<file path="src/rtl/hazard_ctrl_p.sv">
// Hazard controller for the five-stage RV32I pipeline: load-use/RAW stall detection,
// timed flush after a control redirect, and saturating stall/flush profiling counters.
module hazard_ctrl_p #(
  parameter int FWD_EN    = 1,
  parameter int LOAD_LAT  = 1,
  parameter int FLUSH_CYC = 2,
  parameter int CNT_W     = 16
) (
  input  logic             clk,
  input  logic             rst_n,
  input  logic [31:0]      inst_id,
  input  logic             valid_id,
  input  logic [4:0]       rd_ex,
  input  logic [4:0]       rd_mem,
  input  logic [4:0]       rd_wb,
  input  logic             wen_ex,
  input  logic             wen_mem,
  input  logic             wen_wb,
  input  logic             load_ex,
  input  logic             load_mem,
  input  logic             redirect,
  output logic             stall_if,
  output logic             stall_id,
  output logic             bubble_ex,
  output logic             flush_if,
  output logic             flush_id,
  output logic             busy,
  output logic [CNT_W-1:0] stall_cnt,
  output logic [CNT_W-1:0] flush_cnt
);

  localparam logic [6:0] OP_R      = 7'b0110011;
  localparam logic [6:0] OP_S      = 7'b0100011;
  localparam logic [6:0] OP_B      = 7'b1100011;
  localparam logic [6:0] OP_IMM    = 7'b0010011;
  localparam logic [6:0] OP_LOAD   = 7'b0000011;
  localparam logic [6:0] OP_JALR   = 7'b1100111;
  localparam logic [2:0] FLUSH_RLD = 3'(FLUSH_CYC - 1);
  localparam logic [1:0] WAIT_LD   = 2'((LOAD_LAT >= 3) ? (LOAD_LAT - 2) : 0);

  typedef enum logic [1:0] {
    IDLE  = 2'd0,
    STALL = 2'd1,
    FLUSH = 2'd2
  } state_t;

  state_t           state_reg, state_next;
  logic [2:0]       flush_left_reg, flush_left_next;
  logic [1:0]       wait_reg, wait_next;
  logic [CNT_W-1:0] stall_cnt_reg, flush_cnt_reg;

  logic [6:0] opcode;
  logic [4:0] rs1, rs2;
  logic       use_rs1, use_rs2;
  logic       match_ex, match_mem;
  logic       hazard, mem_hold;
  logic       stall, flush;

  assign opcode = inst_id[6:0];
  assign rs1    = inst_id[19:15];
  assign rs2    = inst_id[24:20];

  always_comb begin
    use_rs1 = 1'b0;
    use_rs2 = 1'b0;
    case (opcode)
      OP_R, OP_S, OP_B: begin
        use_rs1 = 1'b1;
        use_rs2 = 1'b1;
      end
      OP_IMM, OP_LOAD, OP_JALR: use_rs1 = 1'b1;
      default: ;
    endcase
  end

  // x0 producers never match because rd must be nonzero.
  assign match_ex  = wen_ex && (rd_ex != 5'd0) &&
                     ((use_rs1 && (rd_ex == rs1)) || (use_rs2 && (rd_ex == rs2)));
  assign match_mem = wen_mem && (rd_mem != 5'd0) &&
                     ((use_rs1 && (rd_mem == rs1)) || (use_rs2 && (rd_mem == rs2)));

  generate
    if (FWD_EN != 0) begin : g_fwd
      assign hazard   = valid_id && ((load_ex && match_ex) ||
                                     ((LOAD_LAT >= 2) && load_mem && match_mem));
      assign mem_hold = valid_id && (LOAD_LAT >= 3) && load_mem && match_mem;
    end else begin : g_nofwd
      assign hazard   = valid_id && (match_ex || match_mem);
      assign mem_hold = 1'b0;
    end
  endgenerate

  always_comb begin
    state_next      = state_reg;
    flush_left_next = flush_left_reg;
    wait_next       = wait_reg;
    stall           = 1'b0;
    flush           = 1'b0;
    if (redirect) begin
      // The instruction in ID is wrong-path, so a redirect overrides any stall.
      flush           = 1'b1;
      wait_next       = 2'd0;
      flush_left_next = FLUSH_RLD;
      state_next      = (FLUSH_CYC > 1) ? FLUSH : IDLE;
    end else begin
      case (state_reg)
        IDLE: begin
          if (hazard) begin
            stall      = 1'b1;
            state_next = STALL;
            if (mem_hold) wait_next = WAIT_LD;
          end
        end
        STALL: begin
          if (hazard || (wait_reg != 2'd0)) begin
            stall = 1'b1;
            if (mem_hold)               wait_next = WAIT_LD;
            else if (wait_reg != 2'd0)  wait_next = wait_reg - 2'd1;
          end else begin
            state_next = IDLE;
          end
        end
        FLUSH: begin
          flush = 1'b1;
          if (flush_left_reg <= 3'd1) state_next = IDLE;
          else                        flush_left_next = flush_left_reg - 3'd1;
        end
        default: state_next = IDLE;
      endcase
    end
  end

  always_ff @(posedge clk or negedge rst_n) begin
    if (!rst_n) begin
      state_reg      <= IDLE;
      flush_left_reg <= 3'd0;
      wait_reg       <= 2'd0;
      stall_cnt_reg  <= '0;
      flush_cnt_reg  <= '0;
    end else begin
      state_reg      <= state_next;
      flush_left_reg <= flush_left_next;
      wait_reg       <= wait_next;
      if (stall && (stall_cnt_reg != '1)) stall_cnt_reg <= stall_cnt_reg + CNT_W'(1);
      if (flush && (flush_cnt_reg != '1)) flush_cnt_reg <= flush_cnt_reg + CNT_W'(1);
    end
  end

  // Combinational outputs are gated so everything reads 0 during reset.
  assign stall_if  = rst_n && stall;
  assign stall_id  = rst_n && stall;
  assign bubble_ex = rst_n && stall;
  assign flush_if  = rst_n && flush;
  assign flush_id  = rst_n && flush;
  assign busy      = rst_n && (state_reg != IDLE);
  assign stall_cnt = stall_cnt_reg;
  assign flush_cnt = flush_cnt_reg;

  logic unused_bits;
  assign unused_bits = ^{inst_id[31:25], inst_id[14:7], rd_wb, wen_wb, load_ex, load_mem};

endmodule

</file>
<file path="config.mk">
export PLATFORM = sky130hd
export DESIGN_NAME = hazard_ctrl_p
export DESIGN_NICKNAME = d
export VERILOG_FILES = /design/src/rtl/hazard_ctrl_p.sv
export SDC_FILE = /design/constraint.sdc
export NUM_CORES = 1
export LEC_CHECK = 0
export BUFFER_PORTS_ARGS = -buffer_cell sky130_fd_sc_hd__buf_2
export CORE_ASPECT_RATIO = 0.75
export CORE_MARGIN = 8
export CORE_UTILIZATION = 30
export CTS_CLUSTER_SIZE = 30
export DETAILED_ROUTE_END_ITERATION = 8
export HOLD_SLACK_MARGIN = 0.02
export SETUP_SLACK_MARGIN = 0.2
export SLEW_MARGIN = 20
export SYNTH_ARGS = -nofsm -noshare
export SYNTH_HDL_FRONTEND = slang
export SYNTH_SLANG_ARGS = --single-unit
</file>
<file path="constraint.sdc">
create_clock -name clk -period 4.5 [get_ports clk]
set_input_delay 1.35 -clock clk [delete_from_list [all_inputs] [get_ports clk]]
set_output_delay 1.35 -clock clk [all_outputs]
set_load 0.005 [all_outputs]
</file>
==> results of run 1 <==
[cells in the mapped netlist, types with 2 or more instances]
master                    instances
sky130_fd_sc_hd__nand3_1         11
sky130_fd_sc_hd__o21a_1           2
sky130_fd_sc_hd__xnor2_1         21
sky130_fd_sc_hd__nand2_1         12
sky130_fd_sc_hd__nor3b_2          3
sky130_fd_sc_hd__nor4_2           2
sky130_fd_sc_hd__dfrtp_1         39
sky130_fd_sc_hd__xor2_1          22
sky130_fd_sc_hd__nor3_2           8
sky130_fd_sc_hd__nor2b_1          2
sky130_fd_sc_hd__nand4_1          9
sky130_fd_sc_hd__inv_1           10
sky130_fd_sc_hd__buf_4            4
sky130_fd_sc_hd__nor3_1           2
sky130_fd_sc_hd__ha_1             5
sky130_fd_sc_hd__nor2_1          16
sky130_fd_sc_hd__mux2_2           2
sky130_fd_sc_hd__a21oi_1          2
sky130_fd_sc_hd__and3_1           7
sky130_fd_sc_hd__and4_1           4
sky130_fd_sc_hd__nor4_1           2
[through the flow]
step	cells	utilization (%)	total power, uW
after floorplan	203	-	501
after global placement	367	36.2	572
after detailed placement	367	36.2	576
after CTS	375	37.7	820
after global routing	375	38.2	861
final	375	38.2	808
[cell families (layout without fill, tap and decap cells)]
| group | after synthesis | after routing | share of synthesized area, % |
|---|---|---|---|
| multiplexers | 2 | 2 | 1.04 |
| AND/OR/NAND/NOR | 86 | 86 | 24.9 |
| adder cells (fa/ha/maj) | 5 | 5 | 2.88 |
| flip-flops | 39 | 39 | 44.9 |
| AO/OA/AOI/OAI | 12 | 12 | 4.72 |
| XOR/XNOR | 43 | 43 | 17.3 |
| buffers and inverters | 16 | 87 | 4.26 |
[cells in the final DEF, fill, tap and decap left out, drive strengths merged, types with 7 or more instances in the layout]
cell / n
nand3: 11
nand4: 9
dfrtp: 39
nand2: 13
xor2: 22
nor2: 16
inv: 10
and3: 7
xnor2: 21
nor3: 10
buf: 70
[path summary, 6_finish.rpt]
| path | start | to | slack (ps) | cells past startpoint |
|---|---|---|---|---|
| hold / removal | flush_cnt[6] | flush_cnt[6] | 490 | 1 |
| min in group asynchronous | rst_n | stall_cnt[11] | 1080 | 2 |
| hold reg to reg | flush_cnt[6] | flush_cnt[6] | 490 | 1 |
| max in group asynchronous | rst_n | flush_cnt[13] | 2830 | 3 |
| setup / recovery | inst_id[20] | stall_id | 300 | 9 |
| setup reg to reg | stall_cnt[0] | stall_cnt[1] | 2340 | 7 |
[cell type report]
| type | instances | share of cell area, % |
|---|---|---|
| clock inverter | 1 | 0.182 |
| inverter | 10 | 1.37 |
| sequential | 39 | 35.5 |
| tap | 101 | 4.60 |
| multi-input combinational | 148 | 42.1 |
| timing repair buffer | 70 | 13.2 |
| clock buffer | 6 | 3.01 |
[power breakdown]
group          internal, uW  switching [uW]  leakage [uW]  total [uW]
Combinational          78.6            71.7      0.000806         150
Sequential              383            40.5      0.000524         423
Clock                   120             114     0.0000470         234
[metal layers]
| metal | wire length (um) | track usage (%) | vias to the layer above |
|---|---|---|---|
| met5 | 0 | 0 | - |
| met4 | 17 | 2.54 | 0 |
| met3 | 479 | 4.21 | 2 |
| met2 | 2130 | 15.5 | 59 |
| met1 | 2430 | 12.9 | 809 |
| li1 | - | - | 839 |
[what timing repair did]
| item | in CTS | in global routing |
|---|---|---|
| resized for setup | 2 | 4 |
| endpoints found under the setup margin | 3 | 3 |
| setup buffers | 1 | 0 |
| pin swaps | 2 | 11 |
==> PnR_summary.wiki, run 1 <==
{| class="wikitable"
! Metric !! Value
|-
| Status || finished clean
|-
| TritonCTS clock tree || done
|-
| Post-synth top area cell || sky130_fd_sc_hd__dfrtp_1
|-
| Number of nets in the layout || 335
|-
| Share of layout cells above drive strength 1 || 37.6%
|-
| Top cell family by delay on the critical path || simple AND/OR/NAND/NOR gates
|-
| P per Cell Area || 294 nW/um^2
|-
| Top FF cell, synth || sky130_fd_sc_hd__dfrtp_1
|-
| Yosys synthesis warning count || 0
|-
| Required arrival time at the worst endpoint || 3150 ps
|-
| Horiz. Die Dim || 114 um
|-
| Post-synth EDFFs || 0
|-
| Clock latency of the later-clocked register in the worst-skew pair || 280 ps
|-
| Detail Placement HPWL || 3870 um
|-
| Longest Clk Path Bufs || 2
|-
| Count of TritonRoute iterations in the first routing pass || 4
|-
| Critical path type || primary input to primary output
|-
| Critical Path Sink Type || primary output
|-
| Final weighted congestion in routability-driven placement || 0.805
|-
| First-pass GRT wire length || 8690 um
|-
| Residual DRC count || 0
|-
| Worst IR Drop VDD || 0.000199 V
|-
| Total buffers and inverters traversed by the critical path || 3
|-
| Die Area || 10300 sq um
|-
| ANT nets after route || 0
|-
| Summed area of non-filler cells in the final layout || 2750 sq um
|-
| Portion of the clock cycle consumed by the worst path in the final layout || 93.4%
|-
| Number of fill cells in the layout || 734
|-
| Slowest library cell on the worst path || sky130_fd_sc_hd__a2111oi_4
|-
| Top area cells in the synthesized netlist || sky130_fd_sc_hd__dfrtp_1 45%, sky130_fd_sc_hd__xor2_1 8.9%, sky130_fd_sc_hd__xnor2_1 8.5%
|-
| Summed instance area of the synthesized netlist || 2170 sq um
|-
| Max-Cap Viols || 0
|-
| Transition time at the pin with the least slew margin || 539 ps
|-
| Drt first-iter violations || 58
|-
| Antenna violations before repair || 0
|-
| Average wire per standard cell || 13.5 um
|-
| Pre-CTS setup slack || 144 ps
|-
| Number of setup violations in the final report || 0
|-
| Net count of the mapped netlist || 264
|-
| Clock root cell || sky130_fd_sc_hd__clkbuf_8
|-
| Total CTS buffers || 5
|-
| Number of global-route vias before repair || 1805
|-
| Overall die height || 89.7 um
|-
| Wire length reported by the detailed router || 5050 um
|-
| Area growth from synthesis to final layout || 26.3%
|-
| Final worst slack || 298 ps
|-
| Maximum number of pins on one net before global-route repair || 26
|-
| Number of clock sinks || 39
|-
| Static power due to leakage || 0.00138 uW
|-
| Core Area || 7200 sq um
|-
| Overall overflow remaining after global route || 0
|-
| Number of primary I/O pins || 94
|-
| Vias per std cell || 4.56
|-
| Diodes inserted || 0
|-
| Sum of negative setup slack || 0 ps
|-
| Clock tree skew after final layout || 6.21 ps
|-
| Synthesized area per cell || 10.7 sq um
|-
| Standard cell area after detailed placement || 2600 sq um
|-
| Sequential cell area fraction in the yosys report || 44.9%
|-
| Hold buffers post-CTS || 0
|-
| Kind of path behind the tightest hold check || register to register
|-
| Top-area cell type share of the netlist area || 44.9%
|-
| Global-route total usage across every layer || 10.1%
|-
| Tightest hold margin || 489 ps
|-
| CTS H-tree depth || 2
|-
| Number of cell rows || 27
|-
| Register area || 976 sq um
|-
| CP Cell Sequence || buf_2 -> xnor2_2 -> nand4_1 -> a2111oi_4 -> nor2_1 -> o21a_1 -> nor4b_2 -> buf_4 -> buf_2
|-
| Number of endpoints with negative hold slack in the final report || 0
|-
| Worst-path maximum fanout || 3
|-
| CP most frequent cell || sky130_fd_sc_hd__buf_2
|-
| Worst endpoint data arrival time || 2850 ps
|-
| Element type at the critical path start || primary input
|-
| Relative slew margins || 63.7%
|-
| Number of pins exceeding their max-slew limit in the final report || 0
|-
| Total via count in the routed design || 1709
|-
| Unrepaired setup endpoints after global routing || false
|-
| Starting Density || 30.2%
|-
| Fraction of synthesis flops using an asynchronous set or reset pin || 100%
|-
| Multi-input combinational cell area || 1160 sq um
|-
| Number of buffers inserted by port buffering || 65
|-
| Max incr delay on CP || 270 ps
|-
| Post-synthesis register bit count || 39
|-
| Distinct cell type count of the synthesized netlist || 39
|-
| Final period demand of the worst path || 4200 ps
|-
| Clk slew on worst S/H paths || 70 ps
|-
| Fmax || 238 MHz
|-
| Number of instances in the synthesized netlist || 203
|}
No activity file was read; power rests on OpenSTA's default activity.
==> inputs of run 2 (changes only) <==
==> constraint.sdc (replaced) <==
create_clock -name clk -period 4.35 [get_ports clk]
set_input_delay 1.305 -clock clk [delete_from_list [all_inputs] [get_ports clk]]
set_output_delay 1.305 -clock clk [all_outputs]
set_load 0.005 [all_outputs]
==> run 2 against run 1 <==
Compared with the run above:
- die area unchanged
- cell count unchanged
- non-clock buffer count stayed put
- clock-buffer cell count unchanged
- critical path type unchanged
- largest power group unchanged
==> PnR_summary.wiki, run 2 (synthesized netlist as in run 1, its figures left out) <==
{| class="wikitable"
! Metric !! Value
|-
| Placed instance count || 367
|-
| Static power due to leakage || 0.00140 uW
|-
| Pre-CTS setup slack || 95.5 ps
|-
| Detail Placement HPWL || 3820 um
|-
| Number of endpoints with negative hold slack in the final report || 0
|-
| Number of pins exceeding their max-slew limit in the final report || 0
|-
| Number of cells traversed by the worst hold path || 1
|-
| Worst endpoint data arrival time || 2830 ps
|-
| Clock latency of the later-clocked register in the worst-skew pair || 280 ps
|-
| Starting Density || 30.2%
|-
| Relative slew margins || 40.4%
|-
| Average wire per standard cell || 13.3 um
|-
| Startpoint of the lowest-slack hold path || flush_cnt[6]
|-
| Number of primary I/O pins || 94
|-
| Hold buffers post-CTS || 0
|-
| Overall die height || 89.7 um
|-
| Overall overflow remaining after global route || 0
|-
| Antenna violations before repair || 0
|-
| Number of global-route vias before repair || 1750
|-
| TritonCTS clock tree || done
|-
| Critical R2R Launch || stall_cnt[0]
|-
| Count of TritonRoute iterations in the first routing pass || 4
|-
| Number of clock sinks || 39
|-
| Wire length reported by the detailed router || 4980 um
|-
| Sum of negative setup slack || 0 ps
|-
| Minimum setup slack among reg-to-reg paths || 2180 ps
|-
| Longest Clk Path Bufs || 2
|-
| Unrepaired setup endpoints after global routing || true
|-
| Hold EP || flush_cnt[6]
|-
| Critical Path Sink Type || primary output
|-
| Vias per std cell || 4.49
|-
| Critical path type || primary input to primary output
|-
| Global-route total usage across every layer || 9.97%
|-
| Portion of the clock cycle consumed by the worst path in the final layout || 95.1%
|-
| Worst IR Drop VDD || 0.000223 V
|-
| Transition time at the pin with the least slew margin || 889 ps
|-
| Final weighted congestion in routability-driven placement || 0.815
|-
| Final worst slack || 211 ps
|-
| Number of buffers inserted by port buffering || 65
|-
| Clk slew on worst S/H paths || 70 ps
|-
| Core Area || 7200 sq um
|-
| Fmax || 242 MHz
|-
| Cell count of the worst reg-to-reg path || 7
|-
| Status || finished clean
|-
| Number of nets in the layout || 335
|-
| Top library cells by usage in the layout, fill and taps aside || 54 x sky130_fd_sc_hd__buf_2, 39 x sky130_fd_sc_hd__dfrtp_1, 22 x sky130_fd_sc_hd__xor2_1, 17 x sky130_fd_sc_hd__xnor2_1, 16 x sky130_fd_sc_hd__nor2_1
|-
| Area growth from synthesis to final layout || 29.6%
|-
| First-pass GRT wire length || 8450 um
|-
| Most common library cell in the layout ignoring fill and taps || sky130_fd_sc_hd__buf_2
|-
| Utilization of the core after routing || 39.2%
|-
| Horiz. Die Dim || 114 um
|-
| Worst-path maximum fanout || 3
|-
| Required arrival time at the worst endpoint || 3040 ps
|-
| Final period demand of the worst path || 4140 ps
|-
| Total CTS buffers || 5
|-
| Clock tree skew after final layout || 8.02 ps
|-
| Die Area || 10300 sq um
|-
| CTS H-tree depth || 2
|-
| Post-route non-filler standard cell count || 375
|-
| Diodes inserted || 0
|-
| Total via count in the routed design || 1683
|-
| Drt first-iter violations || 44
|-
| ANT nets after route || 0
|-
| Capturing point of the worst reg2reg path || stall_cnt[1]
|-
| Number of setup violations in the final report || 0
|-
| Maximum number of pins on one net before global-route repair || 27
|-
| Residual DRC count || 0
|-
| Max-Cap Viols || 0
|-
| Number of cell rows || 27
|-
| P per Cell Area || 299 nW/um^2
|-
| Element type at the critical path start || primary input
|-
| Clock root cell || sky130_fd_sc_hd__clkbuf_8
|-
| Kind of path behind the tightest hold check || register to register
|-
| Share of layout cells above drive strength 1 || 38.0%
|}
==> run 2: area by class of cell <==
class / instances / area [sq um]
fill: 728 / 4380
multi-input combinational: 148 / 1160
sequential: 39 / 976
timing repair buffer: 70 / 428
tap: 101 / 126
clock buffer: 6 / 82.6
inverter: 10 / 37.5
clock inverter: 1 / 5.00
==> run 2: worst max-delay path, cell delays in order <==
cell and delay, ps:
sky130_fd_sc_hd__buf_4 130, sky130_fd_sc_hd__xnor2_2 130, sky130_fd_sc_hd__nand4_1 160, sky130_fd_sc_hd__a2111oi_4 320, sky130_fd_sc_hd__nor2_1 70, sky130_fd_sc_hd__o21a_1 200
sky130_fd_sc_hd__nor4b_2 260, sky130_fd_sc_hd__buf_4 170, sky130_fd_sc_hd__buf_6 90
==> run 2: power by group <==
| group | internal, uW | total (uW) | switching (uW) |
|---|---|---|---|
| combinational | 86.1 | 161 | 75.0 |
| clock | 124 | 242 | 118 |
| sequential | 396 | 438 | 42.0 |
==> run 2: routing by layer <==
layer | vias to the layer above | routed length, um | GRT usage [%]
met1 | 781 | 2450 | 13.4
met5 | - | 0 | 0
met2 | 60 | 2060 | 14.3
met3 | 2 | 463 | 4.61
met4 | 0 | 10 | 1.66
li1 | 840 | - | -
==> run 2: timing repair <==
item | CTS | global route
pin swaps | 1 | 9
resized for setup | 2 | 19
hold endpoints to repair | 0 | 0
endpoints found under the setup margin | 3 | 3
setup buffers | 0 | 1
==> run 2: worst max-delay path by stage <==
stage | start | end | slack [ps] | cells after the start
2_1_floorplan | rd_ex[1] | stall_id | 270 | 6
3_3_place_gp | rd_ex[0] | bubble_ex | 80 | 9
3_5_place_dp | rd_ex[0] | bubble_ex | 100 | 9
4_1_cts | rd_ex[4] | bubble_ex | 200 | 9
5_1_grt | rd_ex[4] | stall_id | 80 | 9
6_report | rd_ex[4] | stall_id | 210 | 9
==> run 2: through the flow <==
step,power (uW),hold WS (ps),area (sq um)
after floorplan,519,478,2170
after CTS,852,489,2710
after global placement,591,477,2600
final,841,484,2820
after detailed placement,598,475,2600
after global routing,897,509,2820
==> inputs of run 3 (changes only) <==
--- a/config.mk
+++ b/config.mk
@@ -6,7 +6,6 @@
 export NUM_CORES = 1
 export LEC_CHECK = 0
 export BUFFER_PORTS_ARGS = -buffer_cell sky130_fd_sc_hd__buf_2
-export CORE_ASPECT_RATIO = 0.75
 export CORE_MARGIN = 8
 export CORE_UTILIZATION = 30
 export CTS_CLUSTER_SIZE = 30
==> run 3 against run 2 <==
Compared with the run above:
- hold slack gained 4.1 ps
- sequential share of layout area shrank 0.30 points
- cell count is the same
- routed wire length grew 0.64%
- utilization grew 0.67 points
- global-route usage shrank 0.069 points
- critical path depth is the same
- fmax grew 2.3%
- clock skew is essentially flat
- die area shrank 0.27%
- register-to-register slack is essentially flat
- largest cell class unchanged
- largest power group unchanged
==> PnR_summary.wiki, run 3 (synthesized netlist as in run 1, its figures left out) <==
{| class="wikitable"
! Metric !! Value
|-
| Element type at the critical path start || primary input
|-
| Transition time at the pin with the least slew margin || 728 ps
|-
| Starting Density || 30.5%
|-
| Detail Placement HPWL || 3640 um
|-
| Global-route total usage across every layer || 9.90%
|-
| Clk slew on worst S/H paths || 80 ps
|-
| First-pass GRT wire length || 8160 um
|-
| Sum of negative setup slack || 0 ps
|-
| Cell count of the worst reg-to-reg path || 7
|-
| Total buffers and inverters traversed by the critical path || 3
|-
| Antenna violations before repair || 0
|-
| Critical R2R Launch || stall_cnt[0]
|-
| Kind of path behind the tightest hold check || register to register
|-
| Average wire per standard cell || 13.4 um
|-
| Clock tree skew after final layout || 8.11 ps
|-
| Max incr delay on CP || 250 ps
|-
| Total power consumption of the routed design || 913 uW
|-
| Final period demand of the worst path || 4050 ps
|-
| TritonCTS clock tree || done
|-
| Logic depth of the worst path, buffers included || 9
|-
| Number of cells traversed by the worst hold path || 1
|-
| Overall overflow remaining after global route || 0
|-
| P per Cell Area || 321 nW/um^2
|-
| Diodes inserted || 0
|-
| Register area || 976 sq um
|-
| Critical Path Sink Type || primary output
|-
| Area growth from synthesis to final layout || 30.8%
|-
| Drt first-iter violations || 84
|-
| Vias per std cell || 4.60
|-
| Most common library cell in the layout ignoring fill and taps || sky130_fd_sc_hd__buf_2
|-
| Clock root cell || sky130_fd_sc_hd__clkbuf_8
|-
| Core Area || 7140 sq um
|-
| Overall die height || 101 um
|-
| Top library cells by usage in the layout, fill and taps aside || 58 x sky130_fd_sc_hd__buf_2, 39 x sky130_fd_sc_hd__dfrtp_1, 22 x sky130_fd_sc_hd__xor2_1, 16 x sky130_fd_sc_hd__nor2_1, 16 x sky130_fd_sc_hd__xnor2_1
|-
| Placed instance count || 365
|-
| End point of the critical path || bubble_ex
|-
| Portion of the clock cycle consumed by the worst path in the final layout || 93.0%
|-
| Hold buffers post-CTS || 0
|-
| Number of primary I/O pins || 94
|-
| Required arrival time at the worst endpoint || 3040 ps
|-
| Horiz. Die Dim || 101 um
|-
| Critical path type || primary input to primary output
|-
| CP Cell Sequence || buf_6 -> xnor2_2 -> nand4_1 -> a2111oi_4 -> nor2_1 -> o21a_1 -> nor4b_2 -> buf_4 -> buf_2
|-
| Number of clock sinks || 39
|-
| Number of pins exceeding their max-slew limit in the final report || 0
|-
| Worst setup path startpoint || inst_id[24]
|-
| Die Area || 10200 sq um
|-
| Number of endpoints with negative hold slack in the final report || 0
|-
| Number of nets in the layout || 336
|-
| Static power due to leakage || 0.00142 uW
|-
| Worst-path maximum fanout || 3
|-
| Unrepaired setup endpoints after global routing || true
|-
| Tightest hold margin || 488 ps
|-
| CTS H-tree depth || 2
|-
| Minimum setup slack among reg-to-reg paths || 2190 ps
|-
| Wire length reported by the detailed router || 5020 um
|-
| Capturing point of the worst reg2reg path || stall_cnt[1]
|-
| Maximum number of pins on one net before global-route repair || 28
|-
| Number of setup violations in the final report || 0
|-
| Number of fill cells in the layout || 738
|-
| Total CTS buffers || 5
|-
| Count of TritonRoute iterations in the first routing pass || 3
|-
| Status || finished clean
|-
| Top cell family by delay on the critical path || compound AO/OA/AOI/OAI gates
|-
| Number of buffers inserted by port buffering || 65
|-
| Longest Clk Path Bufs || 2
|-
| Worst endpoint data arrival time || 2740 ps
|-
| Number of cell rows || 31
|-
| Fmax || 247 MHz
|-
| Share of layout cells above drive strength 1 || 38.8%
|-
| Relative slew margins || 51.2%
|-
| Post-route non-filler standard cell count || 375
|-
| ANT nets after route || 0
|-
| Final weighted congestion in routability-driven placement || 0.823
|-
| Multi-input combinational cell area || 1170 sq um
|-
| Clock latency of the later-clocked register in the worst-skew pair || 290 ps
|-
| Total via count in the routed design || 1724
|-
| Slowest library cell on the worst path || sky130_fd_sc_hd__a2111oi_4
|-
| Number of global-route vias before repair || 1730
|-
| Worst IR Drop VDD || 0.000223 V
|-
| Max-Cap Viols || 0
|-
| Residual DRC count || 0
|}
[run 3: changes by cell type in the layout (fill, tap and decap cells not counted)]
cell | before | now
sky130_fd_sc_hd__xnor2_1 | 17 | 16
sky130_fd_sc_hd__buf_6 | 10 | 7
sky130_fd_sc_hd__clkinv_2 | 1 | 0
sky130_fd_sc_hd__xnor2_2 | 4 | 5
sky130_fd_sc_hd__buf_2 | 54 | 58
sky130_fd_sc_hd__inv_6 | 0 | 1
sky130_fd_sc_hd__bufinv_16 | 0 | 1
[run 3: per-layer routing]
layer  GRT usage, %  part of all wire, %  vias up
met5              0                    0        -
met4           3.09                 0.48        0
met3           4.54                  9.2        2
met2           15.5                   44       59
met1           11.8                   46      818
li1               -                    -      845
[run 3: worst min path at each step]
stage / end / from
after floorplan: stall_cnt[13] / stall_cnt[13]
final: flush_cnt[13] / flush_cnt[13]
after detailed placement: flush_cnt[13] / flush_cnt[13]
after global routing: flush_cnt[13] / flush_cnt[13]
after global placement: stall_cnt[13] / stall_cnt[13]
after CTS: flush_cnt[13] / flush_cnt[13]
[run 3: area by class of cell]
cell class | instances | area share, %
Sequential cell | 39 | 34.3
Inverter | 10 | 1.32
Clock inverter | 2 | 1.36
Clock buffer | 6 | 2.90
Multi-Input combinational cell | 148 | 41.2
Tap cell | 99 | 4.36
Timing Repair Buffer | 71 | 14.6
[run 3: stage by stage]
stage | instance area, sq um | setup WS (ps) | utilization, %
2_1_floorplan | 2170 | 267 | -
3_3_place_gp | 2600 | 136 | 36.4
3_5_place_dp | 2600 | 162 | 36.4
4_1_cts | 2750 | 210 | 38.6
5_1_grt | 2840 | 171 | 39.8
6_report | 2840 | 305 | 39.8
[run 3: timing repair]
action                     in CTS  in global routing
resized for setup               3                 17
pin swaps                       4                  2
setup buffers                   1                  1
setup endpoints to repair       3                  3
[run 3: report_power, final]
group / internal (uW) / switching (uW)
registers: 396 / 40.1
clock network: 189 / 130
logic: 85.1 / 72.8
total: 670 / 243
